$ cat config.mk
export PLATFORM = sky130hd
export DESIGN_NAME = sys_sum_serialiser_flat
export DESIGN_NICKNAME = d
export VERILOG_FILES = /design/src/rtl/sys_sum_serialiser_if.sv /design/src/rtl/sys_sum_serialiser.sv /design/src/flat_wrapper.sv
export SDC_FILE = /design/constraint.sdc
export NUM_CORES = 1
export LEC_CHECK = 0
export BUFFER_PORTS_ARGS = -buffer_cell sky130_fd_sc_hd__buf_2
export CORE_UTILIZATION = 47
export DETAILED_ROUTE_END_ITERATION = 16
export RECOVER_POWER = 100
export SYNTH_ARGS = -nofsm -noshare
export SYNTH_HDL_FRONTEND = slang
export SYNTH_SLANG_ARGS = --single-unit
$ cat constraint.sdc
create_clock -name clk -period 7.42 [get_ports clk]
set_clock_uncertainty 0.05 [all_clocks]
set_input_delay 1.113 -clock clk [delete_from_list [all_inputs] [get_ports clk]]
set_output_delay 1.113 -clock clk [all_outputs]
set_load 0.02 [all_outputs]
$ cat src/rtl/sys_sum_serialiser_if.sv
// Stream bundle for sys_sum_serialiser: beat input stream, serial lane output
// stream and the abort pulse. "master" is the environment side, "slave" the
// serialiser side.
interface sys_sum_serialiser_if #(
    parameter int BitSize     = 8,
    parameter int InBits      = 16,
    parameter int NumOfNerves = 4
);
    logic                                in_valid;
    logic                                in_start;
    logic [NumOfNerves-1:0][InBits-1:0]  in_data;
    logic                                in_ready;
    logic                                out_valid;
    logic                                out_start;
    logic [BitSize-1:0]                  out_data;
    logic                                err_abort;

    modport master (
        output in_valid, in_start, in_data,
        input  in_ready, out_valid, out_start, out_data, err_abort
    );

    modport slave (
        input  in_valid, in_start, in_data,
        output in_ready, out_valid, out_start, out_data, err_abort
    );
endinterface

$ cat src/rtl/sys_sum_serialiser.sv
// sys_sum_serialiser: accumulates NumOfNerves signed product lanes over
// KernelLen beats, rescales (round half up, arithmetic shift) and saturates
// each sum to BitSize, then emits the lanes serially, lane 0 first.
// A drain bank lets the next window accumulate while the previous one drains.
// Optional build macro: SYS_SUM_RELU_EN clamps negative results to 0.
module sys_sum_serialiser #(
    parameter int BitSize     = 8,
    parameter int InBits      = 16,
    parameter int NumOfNerves = 4,
    parameter int KernelLen   = 3,
    parameter int FracShift   = 2
) (
    input  logic                clk,
    input  logic                res_n,
    sys_sum_serialiser_if.slave bus
);
    localparam int AccBits  = InBits + $clog2(KernelLen) + 1;
    localparam int CntBits  = $clog2(KernelLen + 1);
    localparam int IdxBits  = (NumOfNerves > 1) ? $clog2(NumOfNerves) : 1;
    localparam int RoundInt = (1 << FracShift) >> 1;
    localparam logic signed [AccBits:0] RoundAdd = (AccBits + 1)'(RoundInt);
    localparam logic signed [AccBits:0] SatMax   = (AccBits + 1)'((1 << (BitSize - 1)) - 1);
    localparam logic signed [AccBits:0] SatMin   = (AccBits + 1)'(-(1 << (BitSize - 1)));

    typedef enum logic {IDLE, ACCUM} state_t;

    // Round half up, shift, saturate to the output rails (optionally ReLU).
    function automatic logic [BitSize-1:0] rescale(input logic signed [AccBits-1:0] sum);
        logic signed [AccBits:0] wide;
        logic signed [AccBits:0] shifted;
        logic [BitSize-1:0]      sat;
        wide    = {sum[AccBits-1], sum};
        shifted = (wide + RoundAdd) >>> FracShift;
        if (shifted > SatMax) begin
            sat = SatMax[BitSize-1:0];
        end else if (shifted < SatMin) begin
            sat = SatMin[BitSize-1:0];
        end else begin
            sat = shifted[BitSize-1:0];
        end
`ifdef SYS_SUM_RELU_EN
        if (sat[BitSize-1]) begin
            sat = '0;
        end
`endif
        return sat;
    endfunction

    state_t                    state_reg, state_next;
    logic [CntBits-1:0]        beat_cnt_reg, beat_cnt_next;
    logic signed [AccBits-1:0] acc_reg  [NumOfNerves];
    logic signed [AccBits-1:0] acc_next [NumOfNerves];
    logic signed [AccBits-1:0] lane_sum [NumOfNerves];
    logic [BitSize-1:0]        lane_scaled [NumOfNerves];
    logic [BitSize-1:0]        bank_reg [NumOfNerves];
    logic [IdxBits-1:0]        drain_idx_reg, drain_idx_inc;
    logic                      out_valid_reg, out_start_reg;
    logic [BitSize-1:0]        out_data_reg;
    logic                      err_abort_reg, err_abort_next;
    logic                      ready, accept, would_complete, drain_busy, window_done;

    genvar gi;
    generate
        for (gi = 0; gi < NumOfNerves; gi++) begin : g_lane
            logic signed [AccBits-1:0] lane_in;
            assign lane_in          = AccBits'($signed(bus.in_data[gi]));
            // A start beat begins a fresh sum; otherwise extend the running one.
            assign lane_sum[gi]     = (bus.in_start ? '0 : acc_reg[gi]) + lane_in;
            assign lane_scaled[gi]  = rescale(lane_sum[gi]);

            // Per-lane running accumulator.
            always_ff @(posedge clk or negedge res_n) begin
                if (!res_n) begin
                    acc_reg[gi] <= '0;
                end else begin
                    acc_reg[gi] <= acc_next[gi];
                end
            end

            // Drain bank captures the rescaled window when it completes.
            always_ff @(posedge clk or negedge res_n) begin
                if (!res_n) begin
                    bank_reg[gi] <= '0;
                end else if (window_done) begin
                    bank_reg[gi] <= lane_scaled[gi];
                end
            end
        end
    endgenerate

    // Stall only a window-completing beat while the bank still has more than
    // the current lane left to emit; in_valid is deliberately not involved.
    assign would_complete = bus.in_start ? (KernelLen == 1)
                                         : (state_reg == ACCUM &&
                                            beat_cnt_reg == CntBits'(KernelLen - 1));
    assign drain_busy     = out_valid_reg && (drain_idx_reg != IdxBits'(NumOfNerves - 1));
    assign ready          = !(would_complete && drain_busy);
    assign accept         = bus.in_valid && ready;
    assign drain_idx_inc  = drain_idx_reg + 1'b1;

    // Accumulator FSM: next state, beat count, sums and abort pulse.
    always_comb begin
        state_next     = state_reg;
        beat_cnt_next  = beat_cnt_reg;
        acc_next       = acc_reg;
        err_abort_next = 1'b0;
        window_done    = 1'b0;
        if (accept) begin
            if (bus.in_start) begin
                err_abort_next = (state_reg == ACCUM);
                if (KernelLen == 1) begin
                    window_done   = 1'b1;
                    state_next    = IDLE;
                    beat_cnt_next = '0;
                end else begin
                    state_next    = ACCUM;
                    beat_cnt_next = CntBits'(1);
                    acc_next      = lane_sum;
                end
            end else if (state_reg == ACCUM) begin
                if (beat_cnt_reg == CntBits'(KernelLen - 1)) begin
                    window_done   = 1'b1;
                    state_next    = IDLE;
                    beat_cnt_next = '0;
                end else begin
                    beat_cnt_next = beat_cnt_reg + 1'b1;
                    acc_next      = lane_sum;
                end
            end
        end
    end

    // FSM state, beat counter and abort pulse registers.
    always_ff @(posedge clk or negedge res_n) begin
        if (!res_n) begin
            state_reg     <= IDLE;
            beat_cnt_reg  <= '0;
            err_abort_reg <= 1'b0;
        end else begin
            state_reg     <= state_next;
            beat_cnt_reg  <= beat_cnt_next;
            err_abort_reg <= err_abort_next;
        end
    end

    // Serial drain: lane 0 goes straight to the output on completion, the
    // remaining lanes follow from the bank; a new window may chain on the last lane.
    always_ff @(posedge clk or negedge res_n) begin
        if (!res_n) begin
            out_valid_reg <= 1'b0;
            out_start_reg <= 1'b0;
            out_data_reg  <= '0;
            drain_idx_reg <= '0;
        end else if (window_done) begin
            out_valid_reg <= 1'b1;
            out_start_reg <= 1'b1;
            out_data_reg  <= lane_scaled[0];
            drain_idx_reg <= '0;
        end else if (out_valid_reg) begin
            out_start_reg <= 1'b0;
            if (drain_idx_reg == IdxBits'(NumOfNerves - 1)) begin
                out_valid_reg <= 1'b0;
                out_data_reg  <= '0;
                drain_idx_reg <= '0;
            end else begin
                drain_idx_reg <= drain_idx_inc;
                out_data_reg  <= bank_reg[drain_idx_inc];
            end
        end
    end

    assign bus.in_ready  = ready;
    assign bus.out_valid = out_valid_reg;
    assign bus.out_start = out_start_reg;
    assign bus.out_data  = out_data_reg;
    assign bus.err_abort = err_abort_reg;
endmodule

$ cat src/flat_wrapper.sv
// flat-port wrapper written by rule: the top's interface ports become plain ports
module sys_sum_serialiser_flat 
#(
    parameter int BitSize     = 8,
    parameter int InBits      = 16,
    parameter int NumOfNerves = 4,
    parameter int KernelLen   = 3,
    parameter int FracShift   = 2
)
  (clk, res_n, bus_in_valid, bus_in_start, bus_in_data, bus_in_ready, bus_out_valid, bus_out_start, bus_out_data, bus_err_abort);
  sys_sum_serialiser_if #(.BitSize(BitSize), .InBits(InBits), .NumOfNerves(NumOfNerves)) bus_i ();
  input  logic clk;
  input  logic res_n;
  input wire logic [$bits(bus_i.in_valid)-1:0] bus_in_valid;
  input wire logic [$bits(bus_i.in_start)-1:0] bus_in_start;
  input wire logic [$bits(bus_i.in_data)-1:0] bus_in_data;
  output wire logic [$bits(bus_i.in_ready)-1:0] bus_in_ready;
  output wire logic [$bits(bus_i.out_valid)-1:0] bus_out_valid;
  output wire logic [$bits(bus_i.out_start)-1:0] bus_out_start;
  output wire logic [$bits(bus_i.out_data)-1:0] bus_out_data;
  output wire logic [$bits(bus_i.err_abort)-1:0] bus_err_abort;
  assign bus_i.in_valid = bus_in_valid;
  assign bus_i.in_start = bus_in_start;
  assign bus_i.in_data = bus_in_data;
  assign bus_in_ready = bus_i.in_ready;
  assign bus_out_valid = bus_i.out_valid;
  assign bus_out_start = bus_i.out_start;
  assign bus_out_data = bus_i.out_data;
  assign bus_err_abort = bus_i.err_abort;
  sys_sum_serialiser #(.BitSize(BitSize), .InBits(InBits), .NumOfNerves(NumOfNerves), .KernelLen(KernelLen), .FracShift(FracShift)) u_core (.clk(clk), .res_n(res_n), .bus(bus_i));
endmodule
==> out/summary.txt <==
Peak VDD IR -> 155.0 uV
Clock Tree Root -> clkbuf_16
Fin Setup TNS -> 0 ns
clock latency on the worst-skew pair -> 0.42 ns
Peak Freq -> 0.1609 GHz
Hold Fails Final Rpt -> 0
antenna violations before repair -> 0
critical path data arrival time -> 6.43 ns
worst-case clock buffer depth -> 2
Initial Util -> 0.4810
post-DP HPWL -> 22.15 mm
drt wl/cell -> 17.07 um
final hold slack -> 0.4218 ns
Remaining DRCs -> 0
Setup CP Type -> input port to flip-flop
largest cells by area after synthesis -> dfrtp_1 26%, ha_1 8.2%, nor2b_1 4.6%
pin count of the biggest net entering global routing -> 72
warnings from Yosys -> 0
CP Capture Type -> flip-flop
gpl congestion -> 0.8502
Synth Cell Area -> 0.01177 mm^2
Post-DP Area -> 0.01237 mm^2
final worst-path cycle share -> 0.8378
proportion of layout cells with a drive suffix above 1 -> 0.1289
Worst-Margin Slew -> 4.098 ns
power density cells -> 371.9 mW/mm^2
synthesized area per cell -> 8.514 um^2
Synth top area share -> 0.2637
worst path required time -> 7.63 ns
# Post-CTS Setup Buffers -> 0
die height -> 160.2 um
post-route ant nets -> 0
Vias -> 10530
slew margin rel. -> -1.732
synthesis-to-finish area growth -> 8.996%
gr usage total -> 0.2383
final setup vio count -> 0
failing checks -> capacitance limit, slew limit
CTS Hold Buffers Added -> 0
flops & latches, synth -> 124
First-pass DRT Iterations -> 5
EDFF count, synth -> 0
RSZ-0062 raised after global routing -> false
Chip Width -> 160.2 um
TritonCTS clock tree -> yes
Post-Route WL -> 30.03 mm
Die Area -> 0.02567 mm^2
Synth Flop Type -> dfrtp_1
synth unique cells -> 101
routed vias/inst -> 5.986
Synth Net Count -> 1531
first-pass GRT wire length -> 50.31 mm
port bufs -> 79
run status -> finished with violations
asr flop ratio synth -> 1.000
Layout Nets -> 1571
DRT iter0 DRCs -> 630
clk sinks -> 124
IO Pins -> 80
row cnt -> 57
vias in the first global route -> 9938
H-tree levels -> 4
area leader, netlist -> dfrtp_1
HP Class -> flip-flop to flip-flop
PostCTS Resize Cnt -> 0
core box area -> 0.02446 mm^2
final slew viol count -> 224
GRT overflow -> 0
Tmin final -> 6.217 ns
Max FO, Critical Path -> 33
Lkg Pwr -> 5.345 nW
Finished Cell Area -> 0.01282 mm^2
Syn Inst Count -> 1382
n_diodes -> 0
number of flip-flops in the largest register -> 76
TritonCTS Buffers -> 17
Total Power -> 4.770 mW
Worst Setup Start Kind -> input port
Worst-path clk slew -> 0.06 ns
sequential area share after synthesis -> 0.2637
MaxCap Viol Count -> 4
[cell families after synthesis]
| family | count (synthesis) | synth area share |
|---|---|---|
| simple gates | 539 | 0.2519 |
| compound gates | 420 | 0.2501 |
| flops | 124 | 0.2637 |
| buf+inv | 92 | 0.03158 |
| fa+ha+maj | 81 | 0.08869 |
| xor+xnor | 72 | 0.05519 |
| mux | 54 | 0.05880 |
[path summary, 6_finish.rpt]
check | start | endpoint | slack, ns | depth (start not counted)
setup / recovery | bus_in_start | u_core.bank_reg[13] | 1.20 | 14
hold / removal | u_core.acc_reg[70] | u_core.acc_reg[70] | 0.42 | 2
setup reg to reg | u_core.acc_reg[38] | u_core.bank_reg[21] | 2.63 | 13
hold reg to reg | u_core.acc_reg[70] | u_core.acc_reg[70] | 0.42 | 2
max in group asynchronous | res_n | u_core.acc_reg[64] | 2.26 | 2
min in group asynchronous | res_n | u_core.acc_reg[29] | 2.06 | 1
[layout make-up]
cell class,instances,area (um^2)
clock buffers,24,471.7
well taps,324,405.4
flip-flops and latches,124,3103
multi-input cells,1166,8265
clock inverters,8,67.56
inverters,26,97.59
repair buffers,87,414.1
fillers,2381,11640
[metrics by stage]
| step | std cells | setup WS (ns) | util |
|---|---|---|---|
| 3_5_place_dp | 1727 | 1.331 | 0.5057 |
| 6_report | 1759 | 1.203 | 0.5243 |
| 2_1_floorplan | 1382 | 2.131 | - |
| 4_1_cts | 1759 | 1.732 | 0.5277 |
| 5_1_grt | 1759 | 0.6568 | 0.5243 |
| 3_3_place_gp | 1727 | 1.435 | 0.5057 |
[where the power goes]
part	total, mW	internal (mW)	leakage (nW)	switching [mW]
combinational	2.79	1.16	3.60	1.63
clock	0.787	0.475	0.268	0.312
sequential	1.20	0.993	1.48	0.202
total	4.77	2.63	5.35	2.14
[critical path, cell delays in order]
cell       delay, ns
buf_2           0.56
clkbuf_1        0.74
nor2b_1         0.18
fa_1            0.48
a211oi_2        0.40
o21ai_0         0.25
xnor2_1         0.25
nor4_4          0.42
nand3_2         0.17
or3_1           0.37
a2111oi_0       0.44
a32oi_1         0.23
a2111oi_4       0.59
o32ai_1         0.16
[synthesized netlist by cell type (9+ instances only)]
library cell,n
nand2_1,134
dfrtp_1,124
o21ai_0,94
nor2b_1,86
nor2_1,81
ha_1,77
a21oi_1,72
clkbuf_1,58
xnor2_1,42
mux2_2,41
nand3_1,33
nor3_1,31
xor2_1,29
a21o_1,28
inv_1,26
o21ai_1,26
o211ai_1,25
and3_1,24
nand4_1,23
or3_1,20
a211oi_1,17
and2_1,17
nand2b_1,17
a31oi_1,15
o31ai_1,12
and4_1,10
nor4_1,10
a32oi_1,9
[layout by cell type (no fill, tap or decap), drive strengths merged, types with 7 or more instances in the layout]
cell,count
o32ai,8
a31oi,15
ha,77
and2,18
nor3,33
buf,67
nand2,134
nor4,18
o31ai,14
dfrtp,124
xor2,29
nor2b,86
a2111oi,8
a21boi,8
a211o,7
clkbuf,44
nor2,82
xnor2,43
a21oi,72
o211ai,28
o2111ai,7
o22a,7
nand2b,17
nand4,24
a32oi,9
or3,20
nand3,34
or4,10
and3,24
o21ai,122
mux2,41
mux4,8
inv,26
a21o,28
and4,10
a211oi,22
[layer usage]
metal | vias up | part of all wire | GRT usage
li1 | 5298 | - | -
met5 | - | 0 | 0
met1 | 5017 | 0.49 | 0.3339
met4 | 0 | 0.010 | 0.05931
met3 | 24 | 0.032 | 0.03117
met2 | 191 | 0.46 | 0.3868
Power figures use the tool's default switching activity.
